$ cat src/rtl/fetch_unit.sv
// Instruction fetch stage: owns the PC, runs a req/ack memory read and hands each
// instruction byte to the control FSM as a one-cycle valid pulse.
module fetch_unit #(
  parameter int unsigned        ADDR_W   = 8,
  parameter int unsigned        DATA_W   = 8,
  parameter logic [ADDR_W-1:0]  RESET_PC = '0,
  parameter int unsigned        TIMEOUT  = 4
) (
  input  logic              clk,
  input  logic              rst,
  input  logic              fetch_req,
  input  logic              jump_en,
  input  logic [ADDR_W-1:0] jump_addr,
  input  logic              halt,
  input  logic              mem_ack,
  input  logic [DATA_W-1:0] data_bus,
  output logic [ADDR_W-1:0] addr_bus,
  output logic              mem_ren,
  output logic [DATA_W-1:0] instr,
  output logic              instr_valid,
  output logic [ADDR_W-1:0] pc,
  output logic              busy,
  output logic              nomem_flag
);

  localparam int unsigned CNT_W = (TIMEOUT < 2) ? 1 : $clog2(TIMEOUT);

  typedef enum logic [2:0] {
    StIdle,
    StReq,
    StWait,
    StHalt,
    StFault
  } state_e;

  state_e             state_q, state_d;
  logic [ADDR_W-1:0]  pc_q, pc_d;
  logic [DATA_W-1:0]  instr_q, instr_d;
  logic               valid_q, valid_d;
  logic [CNT_W-1:0]   cnt_q, cnt_d;
  logic               nomem_q, nomem_d;
  logic               halt_seen_q, halt_seen_d;

  always_ff @(posedge clk or posedge rst) begin
    if (rst) begin
      state_q     <= StIdle;
      pc_q        <= RESET_PC;
      instr_q     <= '0;
      valid_q     <= 1'b0;
      cnt_q       <= '0;
      nomem_q     <= 1'b0;
      halt_seen_q <= 1'b0;
    end else begin
      state_q     <= state_d;
      pc_q        <= pc_d;
      instr_q     <= instr_d;
      valid_q     <= valid_d;
      cnt_q       <= cnt_d;
      nomem_q     <= nomem_d;
      halt_seen_q <= halt_seen_d;
    end
  end

  always_comb begin
    state_d     = state_q;
    pc_d        = pc_q;
    instr_d     = instr_q;
    valid_d     = 1'b0;
    cnt_d       = cnt_q;
    nomem_d     = nomem_q;
    halt_seen_d = halt_seen_q;
    unique case (state_q)
      StIdle: begin
        halt_seen_d = 1'b0;
        cnt_d       = '0;
        if (halt) begin
          state_d = StHalt;
        end else begin
          if (jump_en) pc_d = jump_addr;
          if (fetch_req) state_d = StReq;
        end
      end
      StReq, StWait: begin
        if (halt) halt_seen_d = 1'b1;
        if (mem_ack) begin
          instr_d = data_bus;
          pc_d    = pc_q + ADDR_W'(1);
          valid_d = 1'b1;
          cnt_d   = '0;
          // A halt raised on the ack cycle itself still counts as seen during the fetch.
          state_d = (halt || halt_seen_q) ? StHalt : StIdle;
        end else if (cnt_q == CNT_W'(TIMEOUT - 1)) begin
          state_d = StFault;
          nomem_d = 1'b1;
          cnt_d   = '0;
        end else begin
          cnt_d   = cnt_q + CNT_W'(1);
          state_d = StWait;
        end
      end
      StHalt, StFault: begin
      end
      default: state_d = StIdle;
    endcase
  end

  // Strobes decode straight from state so they fall together with an async reset.
  assign mem_ren     = (state_q == StReq) || (state_q == StWait);
  assign busy        = mem_ren;
  assign addr_bus    = pc_q;
  assign pc          = pc_q;
  assign instr       = instr_q;
  assign instr_valid = valid_q;
  assign nomem_flag  = nomem_q;

endmodule

$ cat config.mk
export PLATFORM = sky130hd
export DESIGN_NAME = fetch_unit
export DESIGN_NICKNAME = d
export VERILOG_FILES = /design/src/rtl/fetch_unit.sv
export SDC_FILE = /design/constraint.sdc
export NUM_CORES = 1
export LEC_CHECK = 0
export CAP_MARGIN = 15
export CORE_ASPECT_RATIO = 0.8
export CORE_MARGIN = 4
export CORE_UTILIZATION = 39
export DETAILED_ROUTE_END_ITERATION = 16
export PLACE_DENSITY = 0.75
export SYNTH_ARGS = -nofsm -noshare
export SYNTH_HDL_FRONTEND = slang
export SYNTH_SLANG_ARGS = --single-unit
$ cat constraint.sdc
create_clock -name clk -period 1.6 [get_ports clk]
set_input_delay 0.24 -clock clk [delete_from_list [all_inputs] [get_ports clk]]
set_output_delay 0.24 -clock clk [all_outputs]
set_load 0.05 [all_outputs]
# Yosys cells after proc, flatten, opt, wreduce, memory -nomap -nowiden
# Cells that the tools add are included.
# Widths: inputs -> output; s select.
# totals
reg_bits	24
in_bits	22
# classes
n_mux	17
reduce_logical	11
n_bitwise	2
eq_ne	10
add_sub_neg	2
# op_table
op	n
$mux 8	3
$pmux 8 s2	1
$mux 3	4
$pmux 3 s3	1
$add 8x1->8 const B	1
$ne 2x2->1 const B	4
$eq 3x2->1 const B	2
$mux 2	3
$reduce_and 2->1	3
$pmux 2 s2	1
$reduce_and 4->1	1
$reduce_or 2->1	2
$eq 3x1->1 const B	1
$eq 3x3->1 const B	1
$logic_not 3->1	1
$mux 1	3
$ne 3x3->1 const B	1
$reduce_and 3->1	1
$add 2x1->2 const B	1
$eq 2x2->1 const B	1
$logic_or 1x1->1	2
$not 1->1	2
$pmux 1 s2	1
$reduce_bool 2->1	1

# Logic depth before layout (Yosys ltp)
# depth
depth_word	4
ltp_mapped	8
ltp_nobuf	5

# Worst setup path after synthesis
# No wires, ideal clock.
# synth_path
path_type	register -> output
startpoint	register state_q[1]
endpoint	output port mem_ren
t_required_ns	1.360
path_stages_with_launch	8
arrival_ns	1.654
setup_slack_ns	-0.294
n_path_buf	4
path_cell_list	dfrtp_1 > buf_6 > xnor2_2 > or2_1 > buf_6 > inv_6 > buf_2 > buf_4
# synth_via
elab_chain_cells	2
word_cells_on_any_way	3
classes_between	eq/ne: 2; reduce/logical: 1
# synth_rtl
item	line_no	source
start, declared	36	state_e state_q, state_d;
start signal, assigned	46	state_q <= StIdle;
start signal, assigned	54	state_q <= state_d;
$eq 3x1->1 / $eq 3x2->1 (equally long branches)	108	assign mem_ren = (state_q == StReq) || (state_q == StWait);
$logic_or 1x1->1 *	108	
end, declared	18	output logic mem_ren,
# Mark *: on every way between the ends. The rest lies on a longest branch, timed or not.

# Worst setup path after layout
# layout_path
startpoint	register state_q[0]
endpoint	register pc_q[6] (netlist: addr_bus[6])
# layout_via
elab_chain_cells	4
word_cells_on_any_way	10
classes_between	eq/ne: 5; mux: 1; reduce/logical: 4
# layout_rtl
item	line_no	source
$eq 3x1->1 / $eq 3x2->1 (equally long branches)	72	unique case (state_q)
$reduce_or 2->1	72	
$ne 2x2->1 (no line) / $reduce_bool 2->1 (equally long branches)	-	
$reduce_and 4->1 (no line)	-	
end signal, assigned	55	pc_q <= pc_d;
end, declared	37	logic [ADDR_W-1:0] pc_q, pc_d;
# Several ways; a longest one is shown, not always the timed one.
# A chain may end at the register's enable or synchronous reset.

==> PnR_summary.wiki <==
{| class="wikitable"
! Metric !! Value
|-
| Largest net degree at the start of global routing || 25
|-
| Chip Width || about 74 um
|-
| Final weighted congestion of routability-driven global placement || 0.7992
|-
| Syn. warnings || 0
|-
| Layout net count || between 200 and 250
|-
| Post-route cell area || 2110 sq um
|-
| Share of the synthesized area in the top cell type || 44.61%
|-
| Worst-case hold slack || 0.3131 ns
|-
| Arrival time at the worst endpoint || 2.00 ns
|-
| Ant. Diodes || 0
|-
| Share of layout cells above drive strength 1 || 49.17%
|-
| Area inside the core boundary || about 3200 sq um
|-
| Post-synthesis to final-layout area growth || 56.69%
|-
| Post-DP HPWL || 2.569 mm
|-
| Total power draw || around 4.0 mW
|-
| Antenna violations before repair || 0
|-
| Flop2flop setup slack || -0.18 ns
|-
| Max-cap violation count || 0
|-
| Global-route wire length before repair || between 5 and 6 mm
|-
| Detailed Route WL || ~3.7 mm
|-
| Number of fill cells in the layout || between 200 and 250
|-
| Die area || 4462 sq um
|-
| Number of H-tree branching levels || 1
|-
| Sinks on Clock Net || 24
|-
| Worst supply voltage drop on vdd || 1.385 mV
|-
| Final total negative setup slack || -0.8500 ns
|-
| Total placed instance area || 1898 sq um
|-
| Static leakage || 0.9403 nW
|-
| Via count of the first global-routing pass || 1,091
|-
| Post-CTS Hold Fix Bufs || 0
|-
| Setup violation total in the final timing report || 8
|-
| Path type of the worst setup path || reg -> reg
|-
| Post-route fraction of the period consumed by the critical path || 111.1%
|-
| Setup repair after global routing missed its margin || yes
|-
| Net count after synthesis || 142
|-
| R2R cell count || 4
|-
| Mean post-synth cell area || 11.41 sq um
|-
| Total number of vias || 1,162
|-
| Worst path required time || 1.82 ns
|-
| Slew HR || between 70 and 80%
|-
| Number of library cell types mapped by synthesis || just over 40
|-
| Hold/Removal Path Class || in -> async
|-
| Starting density of the core || between 40 and 50%
|-
| CTS tree || done
|-
| Slew at the pin closest to its max-slew limit || 0.4110 ns
|-
| Maximum fanout count along the critical path || 7
|-
| Dominant cells by area after synthesis || sky130_fd_sc_hd__dfrtp_1 45%, sky130_fd_sc_hd__mux2_4 8.9%, sky130_fd_sc_hd__buf_4 5.0%, sky130_fd_sc_hd__mux2i_1 3.7%, sky130_fd_sc_hd__a2bb2oi_1 3.3%
|-
| Cell type with the highest aggregate area in the netlist || sky130_fd_sc_hd__dfrtp_1
|-
| Total GRT Usage || 15.56%
|-
| CTS Buffer Depth || 2
|-
| Worst r2r src || state_q[0]
|-
| Capture point of the worst reg-to-reg path || addr_bus[6]
|-
| DRC violation count after routing || 0
|-
| Clock slew seen by the registers of the worst setup and hold paths || around 0.090 ns
|-
| Die span in y || 60.55 um
|-
| Startpoint Class || register
|-
| Shortest clock period the worst path allows after layout || 1.778 ns
|-
| Post-layout utilization of the core || 65.96%
|-
| Result of the run || finished with violations
|-
| Number of I/O pins || 50
|-
| Buffer cell driving the clock tree root || sky130_fd_sc_hd__clkbuf_8
|-
| Hold violation total from the final report || 0
|-
| P per Cell Area || approximately 1900 nW/um^2
|-
| Number of slew-limit violations in the final report || 0
|-
| Number of DRC markers in iteration 0 || 38
|-
| Clk Latency, worst-skew pair || 0.28 ns
|-
| Final WS setup || -0.1782 ns
|-
| Via density per instance || 5.258
|-
| Remaining number of nets flagged by the antenna check after routing || 0
|-
| Routed wire length per instance || about 17 um
|-
| Number of placement rows || 18
|-
| Gate count after technology mapping || around 120
|-
| Post-synth design cell area || 1346 sq um
|-
| Number of buffers added on ports || 49
|-
| Non-filler instance count after layout || 221
|-
| Commonest cells after routing, fill and taps aside || 42 x sky130_fd_sc_hd__buf_4, 21 x sky130_fd_sc_hd__clkdlybuf4s50_1, 20 x sky130_fd_sc_hd__dfrtp_1
|-
| Count of state elements after synthesis || 24
|-
| Post-route clock skew || 0.002464 ns
|-
| Violated checks || negative setup slack
|-
| Highest clock rate || 562.4 MHz
|-
| Critical path capture point type || register
|-
| Number of clock buffers inserted by TritonCTS || 3
|-
| Most common cell after layout, fill and taps aside || sky130_fd_sc_hd__buf_4
|-
| DRT Pass-1 Iters || 4
|-
| Post-Place Worst Slack || -0.3287 ns
|-
| Global route total overflow || 0
|-
| Part of the Yosys area used for sequential elements || ~45%
|-
| Placed Cells || 208
|}
==> worst max-delay path, cell delays in order (launching register included) <==
cell                      delay [ns]
sky130_fd_sc_hd__dfrtp_2        0.46
sky130_fd_sc_hd__or3b_4         0.41
sky130_fd_sc_hd__a221o_2        0.47
sky130_fd_sc_hd__a21oi_1        0.20
sky130_fd_sc_hd__o22a_2         0.18
==> how the worst max path moves through the flow <==
stage | start | end | slack, ns | depth (start not counted)
2_1_floorplan | state_q[1] | instr[0] | -0.13 | 8
3_3_place_gp | jump_en | addr_bus[4] | -0.26 | 5
3_5_place_dp | halt | addr_bus[5] | -0.33 | 5
4_1_cts | state_q[0] | addr_bus[5] | -0.13 | 4
5_1_grt | addr_bus[0] | addr_bus[6] | -0.24 | 5
6_report | state_q[0] | addr_bus[6] | -0.18 | 4
==> metal layers <==
layer,vias to the layer above,wire length [um],GRT usage [%]
met3,7,179,4.139
met1,579,1580,19.86
met4,0,58,4.651
met5,-,0,0
met2,34,1867,26.14
li1,542,-,-
==> Yosys cell counts, drive strengths merged <==
cell type / instances
a211oi: 1
a21o: 2
a21oi: 8
a221o: 1
a221oi: 1
a22o: 2
a22oi: 1
a2bb2oi: 5
a31oi: 1
and2: 1
and3: 1
and4: 1
buf: 14
clkbuf: 1
dfrtp: 24
ha: 2
inv: 5
mux2: 8
mux2i: 5
nand2: 7
nand2b: 1
nand3: 4
nor2: 7
nor2b: 2
nor3: 2
nor4: 1
o21ai: 2
o22a: 1
o2bb2ai: 1
o31ai: 1
o32a: 1
or2: 2
or3b: 1
xnor2: 1
==> report_power, final <==
part | total [mW] | switching [mW] | internal, mW | leakage, nW
combinational | 2.40 | 1.51 | 0.895 | 0.624
clock | 0.550 | 0.215 | 0.335 | 0.0357
sequential | 1.08 | 0.229 | 0.851 | 0.281
total | 4.03 | 1.95 | 2.08 | 0.940
==> cell type report <==
type | count | area [sq um] | area share, %
clock inverter | 1 | 30.03 | 1.423
tap | 40 | 50.05 | 2.372
clock buffer | 3 | 41.29 | 1.957
sequential | 24 | 605.6 | 28.71
inverter | 5 | 26.28 | 1.246
multi-input combinational | 75 | 653.1 | 30.96
timing repair buffer | 73 | 703.2 | 33.33
==> kinds of logic (layout without fill, tap and decap cells) <==
logic type	count (synthesis)	in the layout	synth area share, %
AO/OA/AOI/OAI	28	28	16.54
XOR/XNOR	1	1	1.209
adder cells (fa/ha/maj)	2	2	1.858
buffers and inverters	20	82	11.43
flip-flops	24	24	44.61
multiplexers	13	13	12.64
AND/OR/NAND/NOR	30	31	11.71
==> sequential cells by signal, indices dropped and copies added (netlist names) <==
register     cells
addr_bus         8
cnt_q            2
halt_seen_q      1
instr            8
instr_valid      1
nomem_flag       1
state_q          3
==> timing repair <==
action,in CTS,in global routing
pin swaps,0,4
setup endpoints to repair,17,18
resized for setup,8,12
setup buffers,0,8
gates cloned,0,1
No activity file was read; power rests on OpenSTA's default activity.
==> edit (same settings) <==
Take the reset off `instr_q` and load it in a clocked block of its own.
--- a/src/rtl/fetch_unit.sv
+++ b/src/rtl/fetch_unit.sv
@@ -47,3 +47,2 @@
       pc_q        <= RESET_PC;
-      instr_q     <= '0;
       valid_q     <= 1'b0;
@@ -55,3 +54,2 @@
       pc_q        <= pc_d;
-      instr_q     <= instr_d;
       valid_q     <= valid_d;
@@ -61,2 +59,6 @@
     end
+  end
+
+  always_ff @(posedge clk) begin
+    instr_q <= instr_d;
   end
Behaviour: differs if rst is asserted again (counterexample within 4 cycles, from zero or initial values and one cycle with rst high); with rst held inactive, the same outputs for 10 cycles.
==> edit against the unedited design <==
- the run still ends with negative setup slack left
- sequential cell count unchanged
- critical endpoint is now addr_bus[5]
- routed wire length down 8.6%
- worst setup slack improved by 0.028 ns
- area after synthesis down 4.0%
- final area down 2.8%
- highest routed layer unchanged
- power is 22% lower
- clock power fell by 4.2%
==> edit: results (changes against the unedited design) <==
Global routing
  – Vias in the first global route: 1155 (was 1091)
  – GRT Total Usage: 16.29% (was 15.56%)
  – First-pass GRT wire length: 5423 µm (was 5313 µm)

Placement
  – GP Congestion: 0.7737 (was 0.7992)
  – Post-Place Setup Slack: -0.3303 ns (was -0.3287 ns)
  – Final HPWL DP: 2521 µm (was 2569 µm)

Critical path
  – Worst reg2reg path depth: 5 (was 4)
  – Worst-path maximum fanout: 8 (was 7)
  – RR Startpoint: state_q[1] (was state_q[0])

Route
  – Avg WL per Cell: 15.32 µm (was 16.68 µm)
  – Total wire length: 3370 µm (was 3686 µm)
  – DRT iter0 DRCs: 19 (was 38)

Cells and area
  – Share of layout cells above drive strength 1: 38.33% (was 49.17%)
  – Nets@finish: 205 (was 206)
  – Fillers: 238 (was 235)

Power and ir drop
  – Peak VDD IR: 1.433 mV (was 1.385 mV)
  – Static Leak: 0.8882 nW (was 0.9403 nW)

Outcome
  – Failing checks: negative setup slack (unchanged)
  – Outcome: finished, violations left (unchanged)

Yosys
  – Register area share after synthesis: 49.56% (was 44.61%)
  – Xor/xnor share of the synthesized area: 1.258% (was 1.208%)
  – Top cells by area, synth: dfrtp_1, edfxtp_1, buf_4 (was dfrtp_1, mux2_4, buf_4)
  – Syn Area/Cell: 10.86 µm² (was 11.41 µm²)
  – Post-Synth Adder-Cell Area: 1.936% (was 1.859%)
  – Mux share of post-synthesis cell area: 4.647% (was 12.64%)
  – Post-synth cell types: 38 (was 41)
  – Synth async-reset ratio: 66.67% (was 100.0%)

Timing
  – Setup violations, final: 10 (was 8)
  – Final WS setup: -0.1500 ns (was -0.1782 ns)
  – Min Hold Slack: 0.2710 ns (was 0.3131 ns)
  – Setup TNS: -1.103 ns (was -0.8500 ns)
[edit: changes by cell type in the layout (fill, tap and decap cells not counted), sizes merged, moves of 3 or more]
cell and change:
mux2 -8, nand2 +3, nor2 -3, dfrtp -8, o21ai +5, edfxtp +8
[edit: layout make-up]
cell class | count | area [µm²] | share of cell area (%)
Clock inverter | 1 | 30.03 | 1.464
Inverter | 7 | 28.78 | 1.403
Timing Repair Buffer | 71 | 689.4 | 33.62
Tap cell | 40 | 50.05 | 2.441
Multi-Input combinational cell | 74 | 566.8 | 27.64
Clock buffer | 3 | 41.29 | 2.013
Sequential cell | 24 | 644.4 | 31.42
[edit: metal layers]
metal	vias up	global-route usage [%]	share of wire, %	routed length, µm
li1	550	-	-	-
met1	552	20.59	42	1409
met2	52	26.20	47	1589
met3	4	6.271	10	340
met4	0	4.290	0.89	30
met5	-	0	0	0
[edit: worst max-delay path: stages, from the launching register on]
cell and delay (ns):
dfrtp_1 0.42, buf_6 0.13, or3b_4 0.39, a221o_4 0.44, a21oi_4 0.14, a2bb2oi_2 0.16
[edit: cell families (layout without fill, tap and decap cells)]
group                      Yosys count  in the layout
muxes                                6              6
AOI/OAI and AO/OA                   34             34
DFF                                 24             24
adders and majority gates            2              2
and+or+nand+nor                     31             31
xor gates and xnor gates             1              1
buffers and inverters               21             82
[edit: stage by stage]
step                      instance area [µm²]  total power, mW
after floorplan                          1295            2.027
after CTS                                2032            3.156
after detailed placement                 1898            2.608
final                                    2051            3.139
after global placement                   1898            2.582
after global routing                     2051            3.272
[edit: what timing repair did]
action / in CTS / in global routing
resized for setup: 7 / 4
cloned: 0 / 0
setup endpoints to repair: 9 / 10
setup buffers: 5 / 0
pin swaps: 5 / 3
